[src/rtl/ripple_count_capture.sv]
// ripple_count_capture
//   Reads a free-running asynchronous ripple counter into the clk domain.
//   Each bit is synchronised on its own. A value is accepted only after the
//   synchronised sample has stayed unchanged for STABLE_CYCLES samples, so
//   ripple skew between bits never shows up as a bogus count. The block
//   publishes the accepted count and a wrap pulse. It also offers snapshots
//   (count plus delta since the last consumed snapshot) over valid/ready.
//
// Ports
//   clk           in   1      system clock, rising edge
//   rst_n         in   1      asynchronous reset, active-low
//   cnt_in        in   WIDTH  ripple counter outputs (asynchronous to clk)
//   stable_count  out  WIDTH  last accepted count
//   stable        out  1      synced sample settled (stability run saturated)
//   wrap_pulse    out  1      1-cycle pulse when an accepted value is below the old count
//   snap_req      in   1      snapshot request, sampled only in IDLE
//   snap_valid    out  1      snapshot held and presented
//   snap_ready    in   1      consumer accepts the snapshot
//   snap_count    out  WIDTH  captured count
//   snap_delta    out  WIDTH  (snap_count - last_read) mod 2^WIDTH
//   err_clr       in   1      clears err_sticky
//   err_sticky    out  1      input failed to settle for MAX_UNSTABLE consecutive cycles
//
// Handshake: a snapshot transfers on any rising edge where snap_valid and
// snap_ready are both 1. snap_valid comes only from the state register and
// never depends combinationally on snap_ready. Once raised, snap_valid holds
// its payload until the transfer edge.
module ripple_count_capture #(
    parameter int WIDTH         = 4,
    parameter int SYNC_STAGES   = 2,
    parameter int STABLE_CYCLES = 3,
    parameter int MAX_UNSTABLE  = 16
) (
    input  logic             clk,
    input  logic             rst_n,
    input  logic [WIDTH-1:0] cnt_in,
    output logic [WIDTH-1:0] stable_count,
    output logic             stable,
    output logic             wrap_pulse,
    input  logic             snap_req,
    output logic             snap_valid,
    input  logic             snap_ready,
    output logic [WIDTH-1:0] snap_count,
    output logic [WIDTH-1:0] snap_delta,
    input  logic             err_clr,
    output logic             err_sticky
);

    localparam int RUN_W = (STABLE_CYCLES > 2) ? $clog2(STABLE_CYCLES) : 1;
    localparam int UNS_W = $clog2(MAX_UNSTABLE + 1);
    localparam logic [RUN_W-1:0] RUN_MAX = RUN_W'(STABLE_CYCLES - 1);
    localparam logic [RUN_W-1:0] RUN_PRE = RUN_W'(STABLE_CYCLES - 2);
    localparam logic [UNS_W-1:0] UNS_MAX = UNS_W'(MAX_UNSTABLE);

    typedef enum logic [1:0] {
        ST_IDLE    = 2'd0,
        ST_WAIT    = 2'd1,
        ST_PRESENT = 2'd2
    } state_t;

    state_t           state;
    state_t           state_nxt;

    logic [WIDTH-1:0] sync_q [SYNC_STAGES];
    logic [WIDTH-1:0] samp;
    logic [WIDTH-1:0] prev_q;
    logic [RUN_W-1:0] run_q;
    logic [RUN_W-1:0] run_nxt;
    logic [UNS_W-1:0] uns_q;
    logic [UNS_W-1:0] uns_nxt;
    logic [WIDTH-1:0] last_read;
    logic             same;
    logic             accept;
    logic             capture;
    logic [WIDTH-1:0] capture_val;
    logic             consume;

    assign samp   = sync_q[SYNC_STAGES-1];
    assign same   = (samp == prev_q);
    // The accept edge is the one that takes the run to saturation. So the
    // count loads exactly once per settle, on the same edge that stable rises.
    assign accept = same && (run_q == RUN_PRE);
    assign stable = (run_q == RUN_MAX);
    assign snap_valid = (state == ST_PRESENT);

    always_comb begin
        run_nxt = run_q;
        uns_nxt = uns_q;
        if (!same) begin
            run_nxt = '0;
            uns_nxt = (uns_q == UNS_MAX) ? uns_q : uns_q + UNS_W'(1);
        end else begin
            run_nxt = (run_q == RUN_MAX) ? run_q : run_q + RUN_W'(1);
            uns_nxt = '0;
        end
    end

    // Snapshot FSM: next state and capture/consume strobes.
    always_comb begin
        state_nxt   = state;
        capture     = 1'b0;
        capture_val = stable_count;
        consume     = 1'b0;
        case (state)
            ST_IDLE: begin
                if (snap_req) begin
                    if (stable) begin
                        capture     = 1'b1;
                        capture_val = stable_count;
                        state_nxt   = ST_PRESENT;
                    end else begin
                        state_nxt = ST_WAIT;
                    end
                end
            end
            ST_WAIT: begin
                // Take the value being accepted this edge, not the old count.
                if (accept) begin
                    capture     = 1'b1;
                    capture_val = samp;
                    state_nxt   = ST_PRESENT;
                end
            end
            ST_PRESENT: begin
                if (snap_ready) begin
                    consume   = 1'b1;
                    state_nxt = ST_IDLE;
                end
            end
            default: state_nxt = ST_IDLE;
        endcase
    end

    always_ff @(posedge clk or negedge rst_n) begin
        if (!rst_n) begin
            for (int i = 0; i < SYNC_STAGES; i++) begin
                sync_q[i] <= '0;
            end
        end else begin
            sync_q[0] <= cnt_in;
            for (int i = 1; i < SYNC_STAGES; i++) begin
                sync_q[i] <= sync_q[i-1];
            end
        end
    end

    always_ff @(posedge clk or negedge rst_n) begin
        if (!rst_n) begin
            state        <= ST_IDLE;
            prev_q       <= '0;
            run_q        <= '0;
            uns_q        <= '0;
            stable_count <= '0;
            wrap_pulse   <= 1'b0;
            err_sticky   <= 1'b0;
            snap_count   <= '0;
            snap_delta   <= '0;
            last_read    <= '0;
        end else begin
            state      <= state_nxt;
            prev_q     <= samp;
            run_q      <= run_nxt;
            uns_q      <= uns_nxt;
            wrap_pulse <= accept && (samp < stable_count);
            if (accept) begin
                stable_count <= samp;
            end
            // Set has priority over clear.
            err_sticky <= (uns_nxt == UNS_MAX) || (err_sticky && !err_clr);
            if (capture) begin
                snap_count <= capture_val;
                snap_delta <= capture_val - last_read;
            end
            if (consume) begin
                last_read <= snap_count;
            end
        end
    end

endmodule
[config.mk]
export PLATFORM = sky130hd
export DESIGN_NAME = ripple_count_capture
export DESIGN_NICKNAME = d
export VERILOG_FILES = /design/src/rtl/ripple_count_capture.sv
export SDC_FILE = /design/constraint.sdc
export NUM_CORES = 1
export LEC_CHECK = 0
export ABC_AREA = 1
export CAP_MARGIN = 20
export CELL_PAD_IN_SITES_DETAIL_PLACEMENT = 1
export CELL_PAD_IN_SITES_GLOBAL_PLACEMENT = 1
export CORE_MARGIN = 2
export CORE_UTILIZATION = 38
export DETAILED_ROUTE_END_ITERATION = 16
export PLACE_DENSITY_LB_ADDON = 0.1
export SLEW_MARGIN = 0
export SYNTH_ARGS = -nofsm -noshare
export SYNTH_HDL_FRONTEND = slang
export SYNTH_SLANG_ARGS = --single-unit
[constraint.sdc]
create_clock -name clk -period 2.4 [get_ports clk]
set_clock_uncertainty 0.2 [all_clocks]
set_input_delay 0.48 -clock clk [delete_from_list [all_inputs] [get_ports clk]]
set_output_delay 0.48 -clock clk [all_outputs]
set_load 0.05 [all_outputs]
==> key figures <==
Global routing
  – Met1 Use GR: 22.8%
  – Most Crowded Layer GR: met2
  – First-pass GRT wire length: 7.56 mm
  – Global route total overflow: 0
  – GR Util met2: 31.6%
  – Initial antenna violation count: 0
  – Largest net degree at the start of global routing: 23
  – Vias in the first global route: 1,633
  – Met3 Track Usage GR: 4.28%
  – GRT Util Overall: 18.3%

Timing
  – Min Hold Slack: 155 ps
  – Final setup fails: 0
  – Rel. slew slack: 65.2%
  – Max Slew Vio Count: 0
  – Worst setup margin: 22.6 ps
  – Crit path time final: 2380 ps
  – Maximum clock frequency: 421 MHz
  – Worst Max-Slew Pin Slew: 521 ps
  – Unrepaired setup endpoints after global routing: true
  – Final period utilization: 99.1%
  – Hold Fails Final Rpt: 0

Synth
  – Area leader, netlist: dfrtp_1
  – Mapped Area: 1900 sq um
  – Area share of the leading cell type in the synthesized netlist: 51.5%
  – Post-synth ARST share: 100%
  – Post-synthesis cell count: 198
  – Dominant cells by area after synthesis: dfrtp_1 51%, nand2_1 8.1%, ha_1 6.6%
  – Top-count cell post-synth: nand2_1
  – Post-synth EDFFs: 0
  – YS warnings: 0
  – Avg Cell Area, Syn: 9.57 sq um
  – FF+latch count, synth: 39
  – Synth Flop Type: dfrtp_1
  – Yosys cell types: 30
  – Post-synth top cells: 41 x nand2_1, 39 x dfrtp_1, 31 x inv_1
  – Syn_nets: 218
  – Sequential-to-total area share from yosys stat: 51.5%

Clock tree
  – Clk_lat worst skew: 290 ps
  – CTS tree: built
  – CTS HTree Levels: 2
  – CTS root buf: clkbuf_8
  – Worst-path clk slew: 70 ps
  – CTS sink cnt: 39
  – Clk buf depth: 2
  – CTS Buf Count: 5

Critical path
  – Reg-to-Reg End: snap_delta[3]$_DFFE_PN0P_
  – Path type of the worst setup path: reg2reg
  – Crit path cell chain: inv_2 > nand2_2 > nand2_2 > nor2_4 > nand2_4 > nor2_8 > nand2_4 > o21ai_4 > ha_4 > a21oi_2 > nand2_1 > or2_4 > nand2_4 > nand2_2 > nand3_2 > nand2_1
  – R2r startpoint: samp[1]$_DFF_PN0_
  – Slowest cell on crit path: dfrtp_1
  – Top cell family by delay on the critical path: simple AND/OR/NAND/NOR gates
  – Critical Path Start: samp[1]$_DFF_PN0_
  – Cell count of the worst reg-to-reg path: 16
  – Data arrival time of the critical path: 2360 ps
  – Crit. End Element: register
  – Worst Path Required: 2390 ps
  – Crit path launch type: register
  – Worst path buffer plus inverter count: 1
  – R2r setup slk: 20 ps
  – CP peak stage delay: 410 ps
  – Max FO, Critical Path: 5
  – CP Capture Point: snap_delta[3]$_DFFE_PN0P_
  – CP Depth: 16

Detailed routing
  – DRT antenna net count: 0
  – Via count: 1,494
  – Via density: 4.64
  – Final wirelength: 4.45 mm
  – DR WL/cell: 13.8 um
  – DRT iter0 DRCs: 26
  – Remaining DRCs: 0
  – Drt first pass iters: 4

Placement
  – Port bufs: 24
  – GP Congestion: 0.855
  – Setup WS pre-CTS: -168 ps
  – Placed Instances: 304
  – DP HPWL: 3.44 mm

Die
  – Die height: 74.6 um
  – Chip Width: 74.6 um
  – IO Count: 25
  – Die area: 5570 sq um
  – Core box area: 4750 sq um
  – Num rows: 25
  – Initial core utilization: 39.9%

Finish
  – Layout cell share with drive strength beyond 1: 31.0%
  – Final non-filler cell total: 322
  – P&R area growth vs syn: 36.2%
  – N_diodes: 0
  – Final Util: 54.3%
  – Final nets: 274

Min path
  – Min-Delay Path Class: reg2reg

Power and ir drop
  – Worst VDD drop: 0.422 mV
  – Leak: 1.28 nW
  – Power per Cell Area: 953 nW/um^2

Run status
  – Status: finished, final reports clean

Flow run
  – Max Cap Viol: 0
worst min-delay path by stage:
stage / start / endpoint / cells after the start
2_1_floorplan: rst_n / err_sticky$_DFF_PN0_ / 0
3_3_place_gp: sync_q[5]$_DFF_PN0_ / samp[1]$_DFF_PN0_ / 0
3_5_place_dp: sync_q[4]$_DFF_PN0_ / samp[0]$_DFF_PN0_ / 0
4_1_cts: sync_q[4]$_DFF_PN0_ / samp[0]$_DFF_PN0_ / 0
5_1_grt: sync_q[5]$_DFF_PN0_ / samp[1]$_DFF_PN0_ / 0
6_report: sync_q[4]$_DFF_PN0_ / samp[0]$_DFF_PN0_ / 0
report_power, final:
| group | switching (mW) | leakage (nW) | internal [mW] |
|---|---|---|---|
| clock | 0.230 | 0.0612 | 0.336 |
| combinational | 0.621 | 0.739 | 0.381 |
| sequential | 0.102 | 0.481 | 0.790 |
metal layers:
metal | vias up | part of all wire [%]
li1 | 730 | -
met1 | 739 | 43
met2 | 19 | 53
met3 | 6 | 3.1
met4 | 0 | 1.3
met5 | - | 0
cell usage in the layout (no fill, tap or decap), types with 2 or more instances in the layout:
master	Yosys	layout
buf_4	0	27
nand4_1	3	3
o21ai_2	6	6
clkdlybuf4s50_1	0	21
nand3_1	8	6
nand2_2	4	10
inv_2	3	7
ha_1	10	8
o21ai_0	8	8
nand3_2	1	3
nand2_4	3	4
nand2_1	41	34
o21ai_1	3	2
inv_1	31	27
a21oi_1	5	4
clkbuf_8	0	6
nor2_4	3	3
nor2_1	14	14
xor2_1	3	3
dfrtp_1	39	39
per-stage QoR:
stage	setup TNS (ps)	area, sq um	total power, mW
after floorplan	-30.9	1900	1.52
after detailed placement	-168	2320	1.84
after global placement	-58.5	2320	1.80
final	0	2580	2.46
after global routing	-143	2580	2.61
after CTS	-67.8	2540	2.46
flip-flops by register name, indices dropped and copies added, names as in the netlist, 2 cells and up:
name          count
snap_count        4
samp              4
sync_q            4
stable_count      4
state             2
uns_q             5
run_q             2
snap_delta        4
prev_q            4
last_read         4
layout make-up:
cell class / count / area [sq um]
Fill cell: 561 / 2170
Sequential cell: 39 / 976
Multi-Input combinational cell: 124 / 848
Timing Repair Buffer: 50 / 428
Inverter: 34 / 128
Tap cell: 67 / 83.8
Clock buffer: 6 / 82.6
Clock inverter: 2 / 35.0
logic make-up after synthesis:
logic type               share of synthesized area (%)
buffers and inverters                             7.33
flip-flops                                        51.5
multiplexers                                     0.594
AO/OA/AOI/OAI                                     8.18
adder cells (fa/ha/maj)                           7.66
AND/OR/NAND/NOR                                   22.9
XOR/XNOR                                          1.85
timing repair:
action	in CTS	in global routing
resized for setup	9	12
hold endpoints to repair	20	0
buffers inserted	8	1
pin swaps	15	15
hold buffers	1	0
endpoints found under the setup margin	1	3
No activity file was read; power rests on OpenSTA's default activity.
==> RTL edit (same settings) <==
Re-encode `state_t` (3 states) as one-hot, 3 bits wide.
--- a/src/rtl/ripple_count_capture.sv
+++ b/src/rtl/ripple_count_capture.sv
@@ -52,10 +52,10 @@
     localparam logic [RUN_W-1:0] RUN_PRE = RUN_W'(STABLE_CYCLES - 2);
     localparam logic [UNS_W-1:0] UNS_MAX = UNS_W'(MAX_UNSTABLE);
 
-    typedef enum logic [1:0] {
-        ST_IDLE    = 2'd0,
-        ST_WAIT    = 2'd1,
-        ST_PRESENT = 2'd2
+    typedef enum logic [2:0] {
+        ST_IDLE    = 3'b001,
+        ST_WAIT    = 3'b010,
+        ST_PRESENT = 3'b100
     } state_t;
 
     state_t           state;
Formal check against the unedited RTL: no difference found for any inputs over 10 cycles, from zero or initial values and one cycle with rst_n low; not proved beyond that.
==> RTL edit against the original RTL <==
Sequential share of layout area up 0.063 points; highest routed layer unchanged; final area grew 2.5%; sequential power up 2.7%; fmax down 0.28%; routed wire length increased by 4.8%; total power shrank 3.3%; setup slack worse by 6.6 ps; critical path type unchanged; sequential cell count rose by 1; via count up 1.3%; core utilization grew 1.0 points; area after synthesis is 0.46% higher; cell count is 0.31% higher.
==> RTL edit: results (changes against the original RTL) <==
metric;value;unit;change
slew margin rel.;0.656;;+0.00455
Placed Cells;305;;+0.33%
largest net degree at the start of global routing;41;;+78%
CTS Buf Count;5;;unchanged
status;finished clean;;
CP endpoint;snap_delta[3]$_DFFE_PN0P_;;
clock root buffer;clkbuf_8;;
GRT Util Overall;0.175;;-0.00778
first-pass GRT wire length;7190;um;-4.8%
share of the synthesized area in the top cell type;0.512;;-0.00237
Final HPWL DP;3320;um;-3.4%
Hold Path Sink;samp[2]$_DFF_PN0_;;
share of layout cells above drive strength 1;0.293;;-0.0168
maximum VDD drop;0.468;mV;+11%
Commonest cells post-synth;nand2_1, dfrtp_1, inv_1, nor2_1;;
per-cell routed wire length;14.4;um;+4.5%
pre-CTS setup slack;-84.0;ps;+83.9 ps
final net count;275;;+0.36%
sw frac;0.381;;-0.00642
placed instance area;2330;um^2;+0.65%
Main synth FF type;dfrtp_1;;
initial antenna violation count;0;;unchanged
clock latency on the worst-skew pair;300;ps;
critical path startpoint;prev_q[2]$_DFF_PN0_;;
initial drt markers;56;;+120%
gp weighted congestion;0.786;;-8.2%
Biggest register;uns_q;;
Post-CTS Setup Repair Bufs;3;;-5
max-slew violations;0;;unchanged
Pre-antenna DRT Iters;4;;unchanged
Final Non-Filler Cells;323;;+0.31%
CTS max path bufs;2;;unchanged
seq pwr;916;uW;+2.7%
Net Count, Synth;221;;+1.4%
Async SR Flop Fraction;1.00;;unchanged
WHS;160;ps;+4.25 ps
Area contributors post-synth;dfrtp_1, nand2_1, ha_1;;
WP data arrival;2370;ps;
Worst-path clk slew;80;ps;
Post-CTS Hold Fix Bufs;1;;unchanged
combinational power share;0.378;;-0.029
Mapped Cells;201;;+1.5%
Min-Delay Path Class;flip-flop to flip-flop;;
sequential element share of the synthesized area;0.526;;+0.0114
# resized after CTS;11;;+2
P_leak;0.00129;uW;+0.97%
Fmax achieved;419;MHz;-0.28%
Netlist cell types;32;;+6.7%
vias in the first global route;1563;;-4.3%
Worst Min Path Start;sync_q[6]$_DFF_PN0_;;
Vias/cell;4.68;;+0.96%
IO Port Bufs;24;;unchanged
## RTL edit: cell types whose count changed after synthesis, moves of 2 or more
cell / before / now
nor2_1: 14 / 12
nand2_1: 41 / 45
nand3_1: 8 / 10
o21ai_1: 3 / 6
o21ai_2: 6 / 3
nand4_1: 3 / 1
## RTL edit: routing by layer
layer / track usage / wire [um] / up-vias
met5: 0 / 0 / -
met2: 0.299 / 2460 / 21
met1: 0.215 / 2000 / 745
met4: 0.0615 / 49 / 0
met3: 0.0469 / 156 / 6
li1: - / - / 741
## RTL edit: stage by stage
| stage | power, uW | TNS (ps) | util |
|---|---|---|---|
| 2_1_floorplan | 1480 | 0 | - |
| 3_3_place_gp | 1720 | 0 | 0.488 |
| 3_5_place_dp | 1770 | -84.0 | 0.488 |
| 4_1_cts | 2360 | -21.3 | 0.528 |
| 5_1_grt | 2530 | -108 | 0.553 |
| 6_report | 2380 | 0 | 0.553 |
## RTL edit: worst max-delay path: stages, from the launching register on
cell	delay (ps)
dfrtp_1	380
inv_1	60
nand2_1	70
nand2_2	70
nor2_4	150
nand2_4	90
nor2_8	150
nand2_4	70
o21ai_4	150
ha_4	230
a21oi_2	110
nand2_1	80
or2_4	230
nand2_2	60
nand2_1	60
nand3_2	70
nand2_1	50
## RTL edit: area by class of cell
cell class                      count  area [um^2]
Fill cell                         543         2140
Inverter                           34          130
Sequential cell                    40         1000
Clock buffer                        5         68.8
Tap cell                           67         83.8
Timing Repair Buffer               47          425
Clock inverter                      3         47.5
Multi-Input combinational cell    127          888
## RTL edit: cells by family after synthesis
| kind of cell | share of synthesized area |
|---|---|
| simple gates | 0.225 |
| flops | 0.526 |
| buf+inv | 0.0670 |
| compound gates | 0.0769 |
| fa+ha+maj | 0.0762 |
| xor+xnor | 0.0230 |
| mux | 0.00591 |
